### src/rtl/pipe_stage_reg.sv
// -----------------------------------------------------------------------------
// pipe_stage_reg
//
// Pipeline stage register carrying a control field and a data field between
// two valid/ready handshakes.
//
// SKID = 1 : two-entry skid buffer. ready_o comes from registered state only,
//            so there is no combinational path from ready_i back upstream.
// SKID = 0 : single register. ready_o = !valid_o | ready_i (combinational).
//
// Parameters
//   CTRL_W  width of the control field (WB/MEM/EX bits), 1..64
//   DATA_W  width of the data field (addresses, operands, immediates), 1..512
//   SKID    1 = two-entry skid buffer, 0 = single register
//
// Ports
//   clk_i    clock, all state updates on the rising edge
//   rst_i    synchronous active-high reset, highest priority
//   flush_i  synchronous discard of all held entries (below reset)
//   valid_i  upstream entry is valid
//   ready_o  stage can accept an entry this cycle
//   ctrl_i   upstream control field
//   data_i   upstream data field
//   valid_o  downstream entry is valid
//   ready_i  downstream accepts this cycle
//   ctrl_o   registered control field, all zeros whenever valid_o = 0
//   data_o   registered data field, holds its last value in a bubble
//   count_o  number of held entries (0..2, or 0..1 when SKID = 0)
// -----------------------------------------------------------------------------
module pipe_stage_reg #(
   parameter int unsigned CTRL_W = 8,
   parameter int unsigned DATA_W = 138,
   parameter int unsigned SKID   = 1
) (
   input  logic              clk_i,
   input  logic              rst_i,
   input  logic              flush_i,
   input  logic              valid_i,
   output logic              ready_o,
   input  logic [CTRL_W-1:0] ctrl_i,
   input  logic [DATA_W-1:0] data_i,
   output logic              valid_o,
   input  logic              ready_i,
   output logic [CTRL_W-1:0] ctrl_o,
   output logic [DATA_W-1:0] data_o,
   output logic [1:0]        count_o
);

   // Elaboration-time range checks on the parameters.
   if (CTRL_W < 1 || CTRL_W > 64) begin : g_bad_ctrl_w
      $error("pipe_stage_reg: CTRL_W must be in 1..64");
   end
   if (DATA_W < 1 || DATA_W > 512) begin : g_bad_data_w
      $error("pipe_stage_reg: DATA_W must be in 1..512");
   end
   if (SKID > 1) begin : g_bad_skid
      $error("pipe_stage_reg: SKID must be 0 or 1");
   end

   // Handshake events, both evaluated in the same cycle.
   logic accept;
   logic issue;

   assign accept = valid_i & ready_o;
   assign issue  = valid_o & ready_i;

   if (SKID != 0) begin : g_skid
      // ----------------------------------------------------------------------
      // Two-entry skid buffer. "main" drives the outputs; "skid" catches the
      // entry accepted while main is stalled. The encoding equals occupancy.
      // ----------------------------------------------------------------------
      typedef enum logic [1:0] {
         StEmpty = 2'd0,
         StOne   = 2'd1,
         StTwo   = 2'd2
      } state_e;

      state_e            state_q, state_d;
      logic [CTRL_W-1:0] main_ctrl_q, main_ctrl_d;
      logic [DATA_W-1:0] main_data_q, main_data_d;
      logic [CTRL_W-1:0] skid_ctrl_q, skid_ctrl_d;
      logic [DATA_W-1:0] skid_data_q, skid_data_d;

      always_comb begin
         state_d     = state_q;
         main_ctrl_d = main_ctrl_q;
         main_data_d = main_data_q;
         skid_ctrl_d = skid_ctrl_q;
         skid_data_d = skid_data_q;

         if (flush_i) begin
            // Offered entry is dropped; an issue this cycle is still consumed
            // downstream, so nothing is retained. Data keeps its last value.
            state_d     = StEmpty;
            main_ctrl_d = '0;
         end else begin
            case (state_q)
               StEmpty: begin
                  if (accept) begin
                     state_d     = StOne;
                     main_ctrl_d = ctrl_i;
                     main_data_d = data_i;
                  end
               end
               StOne: begin
                  if (accept && issue) begin
                     main_ctrl_d = ctrl_i;
                     main_data_d = data_i;
                  end else if (accept) begin
                     state_d     = StTwo;
                     skid_ctrl_d = ctrl_i;
                     skid_data_d = data_i;
                  end else if (issue) begin
                     // Bubble: control cleared so no write enables leak out.
                     state_d     = StEmpty;
                     main_ctrl_d = '0;
                  end
               end
               StTwo: begin
                  // ready_o is low here, so accept cannot occur.
                  if (issue) begin
                     state_d     = StOne;
                     main_ctrl_d = skid_ctrl_q;
                     main_data_d = skid_data_q;
                  end
               end
               default: begin
                  state_d     = StEmpty;
                  main_ctrl_d = '0;
               end
            endcase
         end
      end

      always_ff @(posedge clk_i) begin
         if (rst_i) begin
            state_q     <= StEmpty;
            main_ctrl_q <= '0;
            main_data_q <= '0;
            skid_ctrl_q <= '0;
            skid_data_q <= '0;
         end else begin
            state_q     <= state_d;
            main_ctrl_q <= main_ctrl_d;
            main_data_q <= main_data_d;
            skid_ctrl_q <= skid_ctrl_d;
            skid_data_q <= skid_data_d;
         end
      end

      assign ready_o = (state_q != StTwo);
      assign valid_o = (state_q != StEmpty);
      assign ctrl_o  = main_ctrl_q;
      assign data_o  = main_data_q;
      assign count_o = state_q;

   end else begin : g_single
      // ----------------------------------------------------------------------
      // Single register. Upstream may load whenever the slot is empty or is
      // being drained in the same cycle.
      // ----------------------------------------------------------------------
      logic              valid_q, valid_d;
      logic [CTRL_W-1:0] ctrl_q, ctrl_d;
      logic [DATA_W-1:0] data_q, data_d;

      always_comb begin
         valid_d = valid_q;
         ctrl_d  = ctrl_q;
         data_d  = data_q;

         if (flush_i) begin
            valid_d = 1'b0;
            ctrl_d  = '0;
         end else if (accept) begin
            valid_d = 1'b1;
            ctrl_d  = ctrl_i;
            data_d  = data_i;
         end else if (issue) begin
            valid_d = 1'b0;
            ctrl_d  = '0;
         end
      end

      always_ff @(posedge clk_i) begin
         if (rst_i) begin
            valid_q <= 1'b0;
            ctrl_q  <= '0;
            data_q  <= '0;
         end else begin
            valid_q <= valid_d;
            ctrl_q  <= ctrl_d;
            data_q  <= data_d;
         end
      end

      assign ready_o = ~valid_q | ready_i;
      assign valid_o = valid_q;
      assign ctrl_o  = ctrl_q;
      assign data_o  = data_q;
      assign count_o = {1'b0, valid_q};
   end

endmodule

### config.mk
export PLATFORM = sky130hd
export DESIGN_NAME = pipe_stage_reg
export DESIGN_NICKNAME = d
export VERILOG_FILES = /design/src/rtl/pipe_stage_reg.sv
export SDC_FILE = /design/constraint.sdc
export NUM_CORES = 1
export LEC_CHECK = 0
export ABC_CLOCK_PERIOD_IN_PS = 2200
export BUFFER_PORTS_ARGS = -buffer_cell sky130_fd_sc_hd__buf_4
export CORE_UTILIZATION = 35
export CTS_CLUSTER_SIZE = 25
export DETAILED_ROUTE_END_ITERATION = 10
export PLACE_DENSITY = 0.54
export SYNTH_ARGS = -nofsm -noshare
export SYNTH_HDL_FRONTEND = slang
export SYNTH_SLANG_ARGS = --single-unit
### constraint.sdc
create_clock -name clk_i -period 2.2 [get_ports clk_i]
set_input_delay 0.44 -clock clk_i [delete_from_list [all_inputs] [get_ports clk_i]]
set_output_delay 0.44 -clock clk_i [all_outputs]
set_load 0.03 [all_outputs]
==> out/metrics.yaml <==
routing:
  viasPerCell: 5.05
  firstDrtPassIters: 5
  drt_iter0_markers: 621
  antenna_left: 0
  wl_met3_mm: 1.96
  highest_layer: "met4"
  drc: 0
  wl_met1_mm: 15.8
  wire_per_inst_um: 16.4
  wl_met2_mm: 16.8
  wl_mm: 35.5
  vias: 11000
power_and_ir_drop:
  vdd_drop_max_uv: 473
  power_density_nw_per_um2: 791
  leakagePower_nw: 6.97
  p_total_mw: 12.7
die:
  dieArea_um2: 36200
  die_y_um: 190
  start_util_pct: 35.7
  num_io_pins: 301
  floorplan.rows: 68
  die_w_um: 190
  fp.coreArea_um2: 34700
finish:
  drive_above_1_share_pct: 22.7
  final_common_cell: "buf_4"
  mostFrequentLayoutCells: "buf_4, nand2_1, dfxtp_1, a21oi_1, mux2i_1"
  fillers: 3418
  fin_nets: 1840
  multi_input_area_um2: 5740
  syn2layout_area_growth_pct: 30.0
  regArea_um2: 5890
clocking:
  cts_tree: "done"
  cts.sinks: 294
  cts_setup_buffers: 0
  path_clk_slew_ns: 0.06
  cts_buffer_depth: 3
  cts_root_buf: "clkbuf_16"
  cts_max_level: 2
  cts_buffers: 35
  clock_latency_ns: 0.51
  ctsHoldBuffers: 0
global_route:
  grt_pass1_vias: 9977
  grtUsageTotal_pct: 18.9
  grt_max_degree: 157
  antenna_found_initial: 1
  grt_pass1_wl_mm: 55.2
  grt_overflow: 0
timing:
  fmax_mhz: 486
  finalSetupViolCount: 0
  period_share_pct: 93.5
  tightest_slew_ns: 0.844
  hold_viol: 0
  slew_violations: 0
  clock_skew_ns: 0.00791
  rsz0062_at_grt: "no"
  fin_ws_ns: 0.143
  setup_tns_ns: 0
  fin_crit_ns: 2.06
  relSlewSlack_pct: 43.7
setup_path:
  crit_path_end_kind: "output port"
  path_max_fanout: 25
  critPathLaunchType: "flip-flop"
  critical_path_class: "reg -> out"
  cp_slowest_cell: "dfxtp_1"
  max_stage_delay_ns: 0.52
  worstPathRequired_ns: 1.76
  cp_cell_sequence: "nand2b_4 > buf_16 > buf_4"
  cp_data_arrival_time_ns: 1.62
synthesis:
  syn_area_per_cell_um2: 8.44
  syn_nets: 1618
  yosysSeqAreaShare_pct: 47.5
  syn-cell-area_um2: 12400
  synthCells: 1467
  ys_types: 27
  ys_warn_count: 0
  ys_ff_latch: 294
placement:
  portBuffers: 300
  hpwl_mm: 21.5
  routabilityCongestion: 0.763
  dp_slack_ns: 0.201
hold_path:
  hold_path.class: "in -> reg"
run_status:
  outcome: "complete, no violations"
flow_run:
  drv_cap: 0
[Yosys cell counts]
master,count,area [um2]
nand2_1,295,1110
dfxtp_1,294,5890
a21oi_1,286,1430
mux2i_1,139,1390
or3_1,139,870
o21ai_0,104,521
clkbuf_1,72,270
buf_2,36,180
o21ai_1,35,175
buf_6,21,236
buf_1,9,33.8
a22oi_1,8,60.1
o2bb2ai_1,8,70.1
buf_4,5,37.5
nand2b_1,3,18.8
or2_2,2,12.5
a211oi_1,1,7.51
a21oi_4,1,16.3
a2bb2oi_1,1,8.76
and2_1,1,6.26
and3b_1,1,8.76
buf_8,1,15.0
inv_1,1,3.75
nor2_1,1,3.75
nor2_2,1,6.26
nor2b_1,1,6.26
nor3_1,1,5.00
[per-stage QoR]
| stage | hold slack [ns] | util [%] | std cells | area, um2 |
|---|---|---|---|---|
| after floorplan | 0.436 | - | 1467 | 12400 |
| after global placement | 0.440 | 42.9 | 2106 | 14900 |
| after detailed placement | 0.446 | 42.9 | 2106 | 14900 |
| after CTS | 0.122 | 46.4 | 2170 | 16100 |
| after global routing | 0.143 | 46.4 | 2171 | 16100 |
| final | 0.145 | 46.4 | 2171 | 16100 |
[cell type report]
type	count	area share, %
Antenna cell	1	0.0155
Clock buffer	58	6.86
Clock inverter	5	0.334
Inverter	1	0.0233
Multi-Input combinational cell	1028	35.7
Sequential cell	294	36.6
Tap cell	455	3.54
Timing Repair Buffer	329	17.0
[state kept, by name, summed over array words and instances, names as in the netlist]
name                count
data_o                138
g_skid.skid_data_q    138
ctrl_o                  8
g_skid.skid_ctrl_q      8
count_o                 2
[kinds of logic after synthesis]
family,Yosys count,share of synthesized area [%]
AND/OR/NAND/NOR,445,16.5
AO/OA/AOI/OAI,444,18.5
flip-flops,294,47.5
buffers and inverters,145,6.27
multiplexers,139,11.2
[worst max-delay path, delay by kind of cell (launching register included)]
| family | cells | cell delay [ns] |
|---|---|---|
| flops | 1 | 0.52 |
| buf+inv | 2 | 0.41 |
| simple gates | 1 | 0.17 |
[worst paths after layout]
check                               from                endpoint  slack, ns  depth (start not counted)
hold / removal                   ready_i              count_o[1]       0.14                          2
setup / recovery              count_o[1]                 ready_o       0.14                          3
hold reg to reg   g_skid.skid_data_q[51]  g_skid.skid_data_q[51]       0.45                          2
setup reg to reg              count_o[1]             data_o[111]       0.36                          6
[routing by layer]
layer / vias up / track usage, %
met2: 266 / 30.6
li1: 5524 / -
met3: 57 / 3.86
met4: 0 / 6.22
met1: 5125 / 25.1
met5: - / 0
[power by group]
part | internal (mW) | switching, mW | leakage (nW)
combinational | 0.578 | 0.827 | 4.01
sequential | 5.48 | 0.0845 | 2.39
clock | 3.54 | 2.24 | 0.571
[repair_timing]
| action | CTS | global route |
|---|---|---|
| resized for setup | 2 | 0 |
| endpoints found under the hold margin | 0 | 0 |
| endpoints found under the setup margin | 1 | 0 |
(Power assumes the default switching activity.)
